==> config.mk <==
export PLATFORM = sky130hd
export DESIGN_NAME = alu_seq_responder_flat
export DESIGN_NICKNAME = d
export VERILOG_FILES = /design/src/rtl/alu_seq_responder_pkg.sv /design/src/rtl/alu_seq_responder_if.sv /design/src/rtl/alu_seq_responder_mul.sv /design/src/rtl/alu_seq_responder.sv /design/src/flat_wrapper.sv
export SDC_FILE = /design/constraint.sdc
export NUM_CORES = 1
export LEC_CHECK = 0
export BUFFER_PORTS_ARGS = -buffer_cell sky130_fd_sc_hd__buf_2
export CORE_UTILIZATION = 57
export DETAILED_ROUTE_END_ITERATION = 10
export GPL_ROUTABILITY_DRIVEN = 1
export PLACE_DENSITY = 0.78
export SKIP_LAST_GASP = 1
export SLEW_MARGIN = 25
export SYNTH_ARGS = -nofsm -noshare
export SYNTH_HDL_FRONTEND = slang
export SYNTH_SLANG_ARGS = --single-unit
==> constraint.sdc <==
create_clock -name clk -period 3.99 [get_ports clk]
set_input_delay 0 -clock clk [delete_from_list [all_inputs] [get_ports clk]]
set_output_delay 0 -clock clk [all_outputs]
set_load 0.05 [all_outputs]
==> src/rtl/alu_seq_responder_pkg.sv <==
// Shared types and sizing for the handshaked sequential ALU responder.
package alu_pkg;
    localparam int DATA_W    = 16;
    localparam int OP_W      = 4;
    localparam int MUL_ITERS = DATA_W;

    typedef enum logic [3:0] {
        ALU_ADD = 4'd0, ALU_SUB, ALU_MUL, ALU_AND, ALU_OR, ALU_XOR, ALU_NOT,
        ALU_SHL, ALU_SHR, ALU_ROL, ALU_ROR, ALU_EQ, ALU_LTU
    } alu_op_e;

    typedef enum logic [1:0] {IDLE, EXEC, MUL, DONE} alu_state_e;
endpackage

==> src/rtl/alu_seq_responder_if.sv <==
// Request/response handshake bundle between the issuer and the ALU responder.
interface alu_seq_responder_if #(
    parameter int WIDTH = 16,
    parameter int SEL_W = 4
);
    logic             req_valid;
    logic             req_ready;
    logic [WIDTH-1:0] A;
    logic [WIDTH-1:0] B;
    logic [SEL_W-1:0] ALU_Sel;
    logic             resp_valid;
    logic             resp_ready;
    logic [WIDTH-1:0] ALU_Out;
    logic             CarryOut;

    modport master (
        output req_valid, A, B, ALU_Sel, resp_ready,
        input  req_ready, resp_valid, ALU_Out, CarryOut
    );
    modport slave (
        input  req_valid, A, B, ALU_Sel, resp_ready,
        output req_ready, resp_valid, ALU_Out, CarryOut
    );
endinterface

==> src/rtl/alu_seq_responder_mul.sv <==
// Iterative shift-add multiplier: one partial product per clock, ITERS clocks per product.
module alu_iter_mul
    import alu_pkg::*;
#(
    parameter int WIDTH = DATA_W,
    parameter int ITERS = MUL_ITERS
) (
    input  logic               clk,
    input  logic               reset,
    input  logic               start_i,
    input  logic [WIDTH-1:0]   a_i,
    input  logic [WIDTH-1:0]   b_i,
    output logic               busy_o,
    output logic               done_o,
    output logic [2*WIDTH-1:0] product_o
);
    localparam int CNT_W = $clog2(ITERS + 1);

    logic [2*WIDTH-1:0] mcand_q, acc_q;
    logic [WIDTH-1:0]   mplier_q;
    logic [CNT_W-1:0]   cnt_q;
    logic               busy_q, done_q;

    always_ff @(posedge clk or posedge reset) begin
        if (reset) begin
            mcand_q  <= '0;
            acc_q    <= '0;
            mplier_q <= '0;
            cnt_q    <= '0;
            busy_q   <= 1'b0;
            done_q   <= 1'b0;
        end else if (start_i) begin
            mcand_q  <= {{WIDTH{1'b0}}, a_i};
            mplier_q <= b_i;
            acc_q    <= '0;
            cnt_q    <= '0;
            busy_q   <= 1'b1;
            done_q   <= 1'b0;
        end else if (busy_q) begin
            // Multiplier LSB selects whether the shifted multiplicand joins the sum.
            if (mplier_q[0]) acc_q <= acc_q + mcand_q;
            mcand_q  <= mcand_q << 1;
            mplier_q <= mplier_q >> 1;
            cnt_q    <= cnt_q + CNT_W'(1);
            if (cnt_q == CNT_W'(ITERS - 1)) begin
                busy_q <= 1'b0;
                done_q <= 1'b1;
            end
        end else begin
            done_q <= 1'b0;
        end
    end

    assign busy_o    = busy_q;
    assign done_o    = done_q;
    assign product_o = acc_q;
endmodule

==> src/rtl/alu_seq_responder.sv <==
// Handshaked registered ALU: one request in flight, single-cycle ops plus iterative multiply.
module alu_seq_responder
    import alu_pkg::*;
#(
    parameter int WIDTH = DATA_W,
    parameter int SEL_W = OP_W
) (
    input  logic               clk,
    input  logic               reset,
    alu_seq_responder_if.slave bus
);
    alu_state_e         state_q, state_d;
    logic [WIDTH-1:0]   a_q, b_q, out_q, out_d;
    logic [SEL_W-1:0]   sel_q;
    logic               c_q, c_d;
    logic               accept, is_mul_req, mul_busy, mul_done;
    logic [2*WIDTH-1:0] prod;
    logic [WIDTH:0]     add_x, shl_x, shr_x;

    assign accept         = bus.req_valid && (state_q == IDLE);
    assign is_mul_req     = (bus.ALU_Sel == SEL_W'(ALU_MUL));
    assign bus.req_ready  = (state_q == IDLE);
    assign bus.resp_valid = (state_q == DONE);
    assign bus.ALU_Out    = out_q;
    assign bus.CarryOut   = c_q;

    alu_iter_mul #(.WIDTH(WIDTH), .ITERS(WIDTH)) u_mul (
        .clk      (clk),
        .reset    (reset),
        .start_i  (accept && is_mul_req),
        .a_i      (bus.A),
        .b_i      (bus.B),
        .busy_o   (mul_busy),
        .done_o   (mul_done),
        .product_o(prod)
    );

    // Shifts run one bit wider so the last bit shifted out lands in a fixed position.
    always_comb begin
        add_x = {1'b0, a_q} + {1'b0, b_q};
        shl_x = {1'b0, a_q} << b_q[3:0];
        shr_x = {a_q, 1'b0} >> b_q[3:0];
        out_d = a_q;
        c_d   = 1'b0;
        case (alu_op_e'(sel_q))
            ALU_ADD: {c_d, out_d} = add_x;
            ALU_SUB: begin out_d = a_q - b_q; c_d = (a_q < b_q); end
            ALU_AND: out_d = a_q & b_q;
            ALU_OR:  out_d = a_q | b_q;
            ALU_XOR: out_d = a_q ^ b_q;
            ALU_NOT: out_d = ~a_q;
            ALU_SHL: {c_d, out_d} = shl_x;
            ALU_SHR: begin out_d = shr_x[WIDTH:1]; c_d = shr_x[0]; end
            ALU_ROL: begin out_d = {a_q[WIDTH-2:0], a_q[WIDTH-1]}; c_d = a_q[WIDTH-1]; end
            ALU_ROR: begin out_d = {a_q[0], a_q[WIDTH-1:1]}; c_d = a_q[0]; end
            ALU_EQ:  out_d = WIDTH'(a_q == b_q);
            ALU_LTU: out_d = WIDTH'(a_q < b_q);
            default: ;
        endcase
    end

    always_comb begin
        state_d = state_q;
        case (state_q)
            IDLE:    if (accept) state_d = is_mul_req ? MUL : EXEC;
            EXEC:    state_d = DONE;
            MUL:     if (mul_done && !mul_busy) state_d = DONE;
            DONE:    if (bus.resp_ready) state_d = IDLE;
            default: state_d = IDLE;
        endcase
    end

    always_ff @(posedge clk or posedge reset) begin
        if (reset) begin
            state_q <= IDLE;
            a_q     <= '0;
            b_q     <= '0;
            sel_q   <= '0;
            out_q   <= '0;
            c_q     <= 1'b0;
        end else begin
            state_q <= state_d;
            if (accept) begin
                a_q   <= bus.A;
                b_q   <= bus.B;
                sel_q <= bus.ALU_Sel;
            end
            if (state_q == EXEC) begin
                out_q <= out_d;
                c_q   <= c_d;
            end else if (state_q == MUL && mul_done) begin
                out_q <= prod[WIDTH-1:0];
                c_q   <= |prod[2*WIDTH-1:WIDTH];
            end
        end
    end
endmodule

==> src/flat_wrapper.sv <==
// flat-port wrapper written by rule: the top's interface ports become plain ports
module alu_seq_responder_flat import alu_pkg::*;
#(
    parameter int WIDTH = DATA_W,
    parameter int SEL_W = OP_W
)
  (clk, reset, bus_req_valid, bus_A, bus_B, bus_ALU_Sel, bus_resp_ready, bus_req_ready, bus_resp_valid, bus_ALU_Out, bus_CarryOut);
  alu_seq_responder_if #(.WIDTH(WIDTH), .SEL_W(SEL_W)) bus_i ();
  input  logic clk;
  input  logic reset;
  input wire logic [$bits(bus_i.req_valid)-1:0] bus_req_valid;
  input wire logic [$bits(bus_i.A)-1:0] bus_A;
  input wire logic [$bits(bus_i.B)-1:0] bus_B;
  input wire logic [$bits(bus_i.ALU_Sel)-1:0] bus_ALU_Sel;
  input wire logic [$bits(bus_i.resp_ready)-1:0] bus_resp_ready;
  output wire logic [$bits(bus_i.req_ready)-1:0] bus_req_ready;
  output wire logic [$bits(bus_i.resp_valid)-1:0] bus_resp_valid;
  output wire logic [$bits(bus_i.ALU_Out)-1:0] bus_ALU_Out;
  output wire logic [$bits(bus_i.CarryOut)-1:0] bus_CarryOut;
  assign bus_i.req_valid = bus_req_valid;
  assign bus_i.A = bus_A;
  assign bus_i.B = bus_B;
  assign bus_i.ALU_Sel = bus_ALU_Sel;
  assign bus_i.resp_ready = bus_resp_ready;
  assign bus_req_ready = bus_i.req_ready;
  assign bus_resp_valid = bus_i.resp_valid;
  assign bus_ALU_Out = bus_i.ALU_Out;
  assign bus_CarryOut = bus_i.CarryOut;
  alu_seq_responder #(.WIDTH(WIDTH), .SEL_W(SEL_W)) u_core (.clk(clk), .reset(reset), .bus(bus_i));
endmodule
==> flow_summary.ini, run 1 <==
[status]
outcome = completed

[sta]
clock.fmax_mhz = 300
maxSlewViolCount = 0
fin_tns_setup_ns = 0
rsz0062_at_grt = false
finalHoldViolCount = 0
setup_violations = 0
finalCriticalPeriod_ns = 3.33
relSlewSlack_pct = 33.3
worstMarginPinSlew_ns = 0.992
setup_ws_ns = 0.662
fin_skew_ns = 0.0100
fin_crit_sh_pct = 83.4

[clock_tree]
ctsHtreeMaxLevel = 4
insertion_delay_ns = 0.44
cts.hold.buffers_added = 37
post_cts_buffers = 0
cts_buffers = 17
cts_resized = 0
path_clk_slew_ns = 0.07
cts-root-buf = clkbuf_16
cts_sinks = 142
clk_path_buf_depth = 2
cts_tree = done

[placed_design]
place_area_um2 = 12500
gp_congestion = 1.05
io_buffers = 58
place_hpwl_um = 29100
pre_cts_slack_ns = 0.712

[critical_path]
required_ns = 4.33
endpoint_kind = flip-flop
start_kind = flip-flop
path_class = reg -> reg
max_stage_delay_ns = 0.56
worst_path_max_delay_cell = dfrtp_1
crit_path_cell_trace = ha_1, inv_1, fa_1, nor2b_1, o21ai_0, a21o_1, a211oi_2, nor3_1, o41ai_2, xor2_1, a21oi_1, a311oi_1
crit_fanout = 11
reg2reg_depth = 12
arrival_ns = 3.67

[synthesis]
synth_flop_cell = dfrtp_1
synth-seq-area-share_pct = 30.0
ys_async_sr_fraction_pct = 100
synth_seq_cells = 142
synth_area_per_cell_um2 = 8.30
netlist_instances = 1427
synth_enable_flop_cells = 0
syn_area_um2 = 11800
synth.distinct_cells = 76
yosysWarnings = 0
syn_nets = 1566

[job]
max-cap-violations = 0

[floorplanning]
coreArea_um2 = 20300
die_x_um = 146
fp-row-count = 52
io_pins = 59
die_area_um2 = 21400
die_h_um = 146
start_util_pct = 58.4

[drt]
routed_wl_um = 40500
viasPerCell = 6.62
dr.pass1.iters = 6
vias = 11706
route.detailed.drc = 0
antenna_left = 0
drt_iter0_markers = 1323
wire_per_inst_um = 22.9

[finish]
drive_gt1_share_pct = 14.0
syn_to_final_growth_pct = 13.6
final_common_cell = nand2_1
mostFrequentLayoutCells = nand2_1, dfrtp_1, nor2_1, a21oi_1, o21ai_0
nets = 1625
diodes = 0
design_area_um2 = 13500

[grt]
grt_pass1_wl_um = 63600
grt_usage_pct = 38.6
antenna_found_initial = 0
overflow = 0
first_global_vias = 11220
grt_max_degree = 88

[pwr]
power_w = 0.0133
p_leak_nw = 5.94
p_per_area_nw_per_um2 = 987
ir_drop_mv = 0.961

[worst_hold_path]
whs_path_depth = 4
hold_class = in -> reg
[final timing paths]
| path | startpoint | slack, ns | endpoint |
|---|---|---|---|
| min in group asynchronous | reset | 0.24 | u_core.u_mul.mplier_q[10]$_DFFE_PP0P_ |
| min reg2reg | u_core.u_mul.product_o[20]$_DFFE_PP0P_ | 0.55 | u_core.u_mul.product_o[20]$_DFFE_PP0P_ |
| min | bus_resp_ready | 0.02 | u_core.state_q[0]$_DFFE_PP0P_ |
| max in group asynchronous | reset | 2.74 | u_core.u_mul.busy_o$_DFF_PP0_ |
| max reg2reg | u_core.a_q[0]$_DFFE_PP0P_ | 0.66 | u_core.bus.ALU_Out[14]$_DFFE_PP0P_ |
| max | u_core.a_q[0]$_DFFE_PP0P_ | 0.66 | u_core.bus.ALU_Out[14]$_DFFE_PP0P_ |
[cells in the mapped netlist, types with 27 or more instances]
| master | number | area (um2) |
|---|---|---|
| nor3_1 | 31 | 155 |
| mux2i_1 | 68 | 681 |
| ha_1 | 96 | 1200 |
| clkbuf_1 | 83 | 312 |
| nand3_1 | 32 | 160 |
| mux2_2 | 40 | 450 |
| o21ai_0 | 104 | 521 |
| dfrtp_1 | 142 | 3550 |
| xnor2_1 | 27 | 236 |
| nand2_1 | 149 | 559 |
| a21oi_1 | 119 | 596 |
| a211oi_1 | 27 | 203 |
| inv_1 | 66 | 248 |
| nor2_1 | 131 | 492 |
[power breakdown]
group / internal [W] / total (W) / switching [W] / leakage [nW]
sequential: 0.00203 / 0.00274 / 0.000713 / 1.76
combinational: 0.00323 / 0.00884 / 0.00561 / 3.88
clock: 0.000906 / 0.00169 / 0.000780 / 0.298
total: 0.00617 / 0.0133 / 0.00710 / 5.94
[registers in the layout (all words and copies together), names as in the netlist]
signal and cells:
u_core.u_mul.mplier_q 16, u_core.u_mul.busy_o 1, u_core.u_mul.done_o 1, u_core.b_q 16
u_core.u_mul.cnt_q 5, u_core.sel_q 4, u_core.bus.CarryOut 1, u_core.state_q 2
u_core.u_mul.mcand_q 32, u_core.bus.ALU_Out 16, u_core.u_mul.product_o 32, u_core.a_q 16
[cells by family (layout without fill, tap and decap cells)]
| logic type | after synthesis | in the layout | synth area share (%) |
|---|---|---|---|
| flip-flops | 142 | 142 | 30.0 |
| XOR/XNOR | 38 | 38 | 2.81 |
| multiplexers | 116 | 116 | 11.1 |
| AND/OR/NAND/NOR | 436 | 436 | 16.7 |
| buffers and inverters | 170 | 242 | 5.52 |
| AO/OA/AOI/OAI | 426 | 426 | 23.2 |
| adder cells (fa/ha/maj) | 99 | 99 | 10.6 |
[metrics by stage]
| step | hold slack [ns] | instances | util (%) |
|---|---|---|---|
| after floorplan | 0.105 | 1427 | - |
| after global placement | 0.201 | 1700 | 61.4 |
| after detailed placement | 0.215 | 1700 | 61.4 |
| after CTS | 0.00494 | 1769 | 66.3 |
| after global routing | 0.0562 | 1769 | 66.3 |
| final | 0.0220 | 1769 | 66.3 |
[routing by layer]
metal / track usage [%] / vias to the layer above / routed length (um)
met5: 0 / - / 0
met4: 18.3 / 0 / 1880
met3: 7.78 / 139 / 3910
met2: 57.4 / 647 / 17700
met1: 53.8 / 5617 / 17000
li1: - / 5303 / -
[layout make-up]
class	count	area, um2
flip-flops and latches	142	3550
multi-input cells	1115	7660
inverters	67	256
clock buffers	17	425
fillers	1717	6850
well taps	270	338
repair buffers	143	1020
clock inverters	15	191
[critical path, delay by kind of cell, from the launching register on]
kind	cells	cell delay (ns)
buffers and inverters	1	0.09
adder cells (fa/ha/maj)	2	0.78
AND/OR/NAND/NOR	2	0.25
flip-flops	1	0.56
AO/OA/AOI/OAI	6	1.39
XOR/XNOR	1	0.18
No activity file was read; power rests on OpenSTA's default activity.
==> inputs of run 2 (changes only) <==
--- a/config.mk
+++ b/config.mk
@@ -6,10 +6,10 @@
 export NUM_CORES = 1
 export LEC_CHECK = 0
 export BUFFER_PORTS_ARGS = -buffer_cell sky130_fd_sc_hd__buf_2
-export CORE_UTILIZATION = 57
+export CORE_UTILIZATION = 63
 export DETAILED_ROUTE_END_ITERATION = 10
 export GPL_ROUTABILITY_DRIVEN = 1
-export PLACE_DENSITY = 0.78
+export PLACE_DENSITY = 0.82
 export SKIP_LAST_GASP = 1
 export SLEW_MARGIN = 25
 export SYNTH_ARGS = -nofsm -noshare
==> constraint.sdc (replaced) <==
create_clock -name clk -period 3.5 [get_ports clk]
set_input_delay 0 -clock clk [delete_from_list [all_inputs] [get_ports clk]]
set_output_delay 0 -clock clk [all_outputs]
set_load 0.05 [all_outputs]
==> run 2 against run 1 <==
The run now ends with DRC left. Count of clock-buffer cells in the layout stayed put. Worst hold slack improved by 0.0056 ns. Clock power is 18% higher. Final cell count is 1.4% lower. Sequential cell count did not move. Critical path depth is 1 lower. Critical path type unchanged.
==> flow_summary.ini, run 2 (synthesis gave the netlist of run 1 again) <==
[drt]
route.detailed.drc = 3
drt_iter0_markers = 1569
vias = 12129
dr.pass1.iters = 9
wire_per_inst_um = 23.9
antenna_left = 0
routed_wl_um = 41700
viasPerCell = 6.95

[sta]
setup_ws_ns = 0.249
fin_crit_sh_pct = 92.9
fin_tns_setup_ns = 0
finalCriticalPeriod_ns = 3.25
worstMarginPinSlew_ns = 0.795
rsz0062_at_grt = false
fin_skew_ns = 0.0149
relSlewSlack_pct = 47.0
clock.fmax_mhz = 308
setup_violations = 0
maxSlewViolCount = 0
finalHoldViolCount = 0

[grt]
overflow = 0
grt_max_degree = 107
grt_usage_pct = 44.0
grt_pass1_wl_um = 65400
first_global_vias = 11613
antenna_found_initial = 0

[critical_path]
crit_fanout = 7
rr_endpoint = u_core.bus.ALU_Out[9]$_DFFE_PP0P_
endpoint_kind = flip-flop
ff2ff_setup_slack_ns = 0.25
critPathLaunch = u_core.b_q[1]$_DFFE_PP0P_
start_kind = flip-flop
rr_startpoint = u_core.b_q[1]$_DFFE_PP0P_
arrival_ns = 3.57
required_ns = 3.82
path_class = reg -> reg
reg2reg_depth = 11

[placed_design]
place_area_um2 = 12500
io_buffers = 58
gp_congestion = 1.06
place_hpwl_um = 29300
pre_cts_slack_ns = 0.497

[pwr]
power.switching_w = 0.00814
seqPwrFrac_pct = 20.2
p_leak_nw = 6.02
intPower_w = 0.00727
switching_share_pct = 52.8
ir_drop_mv = 0.674
clockPowerShare_pct = 12.9
power_w = 0.0154
p_per_area_nw_per_um2 = 1140
pwr-share-comb_pct = 67.0

[clock_tree]
cts_tree = done
cts_sinks = 142
insertion_delay_ns = 0.44
cts_buffers = 17
post_cts_buffers = 0
cts-root-buf = clkbuf_16
clk_path_buf_depth = 2
ctsHtreeMaxLevel = 4
path_clk_slew_ns = 0.07

[floorplanning]
die_area_um2 = 19400
coreArea_um2 = 18200
fp-row-count = 49
die_h_um = 139
start_util_pct = 65.1
die_x_um = 139
io_pins = 59

[finish]
final_common_cell = nand2_1
design_area_um2 = 13500
nets = 1641
mostFrequentLayoutCells = nand2_1, dfrtp_1, nor2_1, a21oi_1, o21ai_0
diodes = 0
syn_to_final_growth_pct = 14.3
drive_gt1_share_pct = 14.9

[worst_hold_path]
hold_start = bus_resp_ready
hold_class = in -> reg
min_delay_worst_endpoint = u_core.state_q[0]$_DFFE_PP0P_
whs_path_depth = 4

[status]
failed_checks = DRC
outcome = complete, but fails checks

[job]
max-cap-violations = 0
-- run 2: cell types whose count changed in the layout (fill, tap and decap cells not counted), moves of 2 or more --
cell / previous run / this run
clkinvlp_4: 1 / 3
bufinv_16: 1 / 3
buf_4: 48 / 62
clkinv_8: 4 / 0
buf_12: 0 / 2
inv_6: 6 / 4
-- run 2: per-layer routing --
layer  GRT usage [%]  vias up  part of all wire (%)
met5               0        -                     0
met4            21.3        0                   5.1
met2            67.5      888                    44
met3            7.67      166                    11
li1                -     5325                     -
met1            60.4     5750                    40
-- run 2: what timing repair did --
item	in CTS	in global routing
hold buffers	37	0
setup endpoints to repair	0	0
hold endpoints to repair	90	0
gates resized for setup	0	0
-- run 2: critical path, cell delays in order, from the launching register on --
cell,delay (ns)
dfrtp_1,0.39
inv_1,0.28
ha_1,0.34
o21bai_1,0.18
a21oi_1,0.12
o21ba_2,0.22
o31ai_1,0.47
a21oi_1,0.23
o31ai_1,0.29
xnor2_1,0.16
nand2_1,0.12
a221oi_1,0.33
-- run 2: worst max-delay path by stage --
stage | endpoint | slack [ns] | cells after the start
CTS | u_core.bus.ALU_Out[14]$_DFFE_PP0P_ | 0.47 | 13
detailed placement | u_core.bus.ALU_Out[12]$_DFFE_PP0P_ | 0.50 | 13
floorplan | u_core.bus.ALU_Out[13]$_DFFE_PP0P_ | 0.32 | 13
finish | u_core.bus.ALU_Out[9]$_DFFE_PP0P_ | 0.25 | 11
global route | u_core.bus.ALU_Out[14]$_DFFE_PP0P_ | 0.16 | 13
global placement | u_core.bus.ALU_Out[12]$_DFFE_PP0P_ | 0.51 | 13
-- run 2: through the flow --
stage                     utilization (%)  instances  hold slack [ns]
final                                74.4       1744           0.0276
after global routing                 74.4       1744           0.0561
after CTS                            74.4       1744           0.0267
after detailed placement             68.9       1675           0.0358
after global placement               68.9       1675           0.0375
after floorplan                         -       1427            0.105
-- run 2: final cells by class --
cell class / count / area (um2)
clock buffers: 17 / 425
clock inverters: 15 / 199
fillers: 1344 / 4670
inverters: 67 / 255
multi-input cells: 1115 / 7650
flip-flops and latches: 142 / 3550
well taps: 229 / 287
repair buffers: 159 / 1170
-- run 2: power by group through the flow --
stage / combinational [W] / clock [W] / sequential (W)
after floorplan: 0.00690 / 0 / 0.00307
after global placement: 0.00974 / 0 / 0.00304
after detailed placement: 0.00980 / 0 / 0.00307
after CTS: 0.00993 / 0.00198 / 0.00306
after global routing: 0.0110 / 0.00204 / 0.00316
final: 0.0103 / 0.00199 / 0.00311
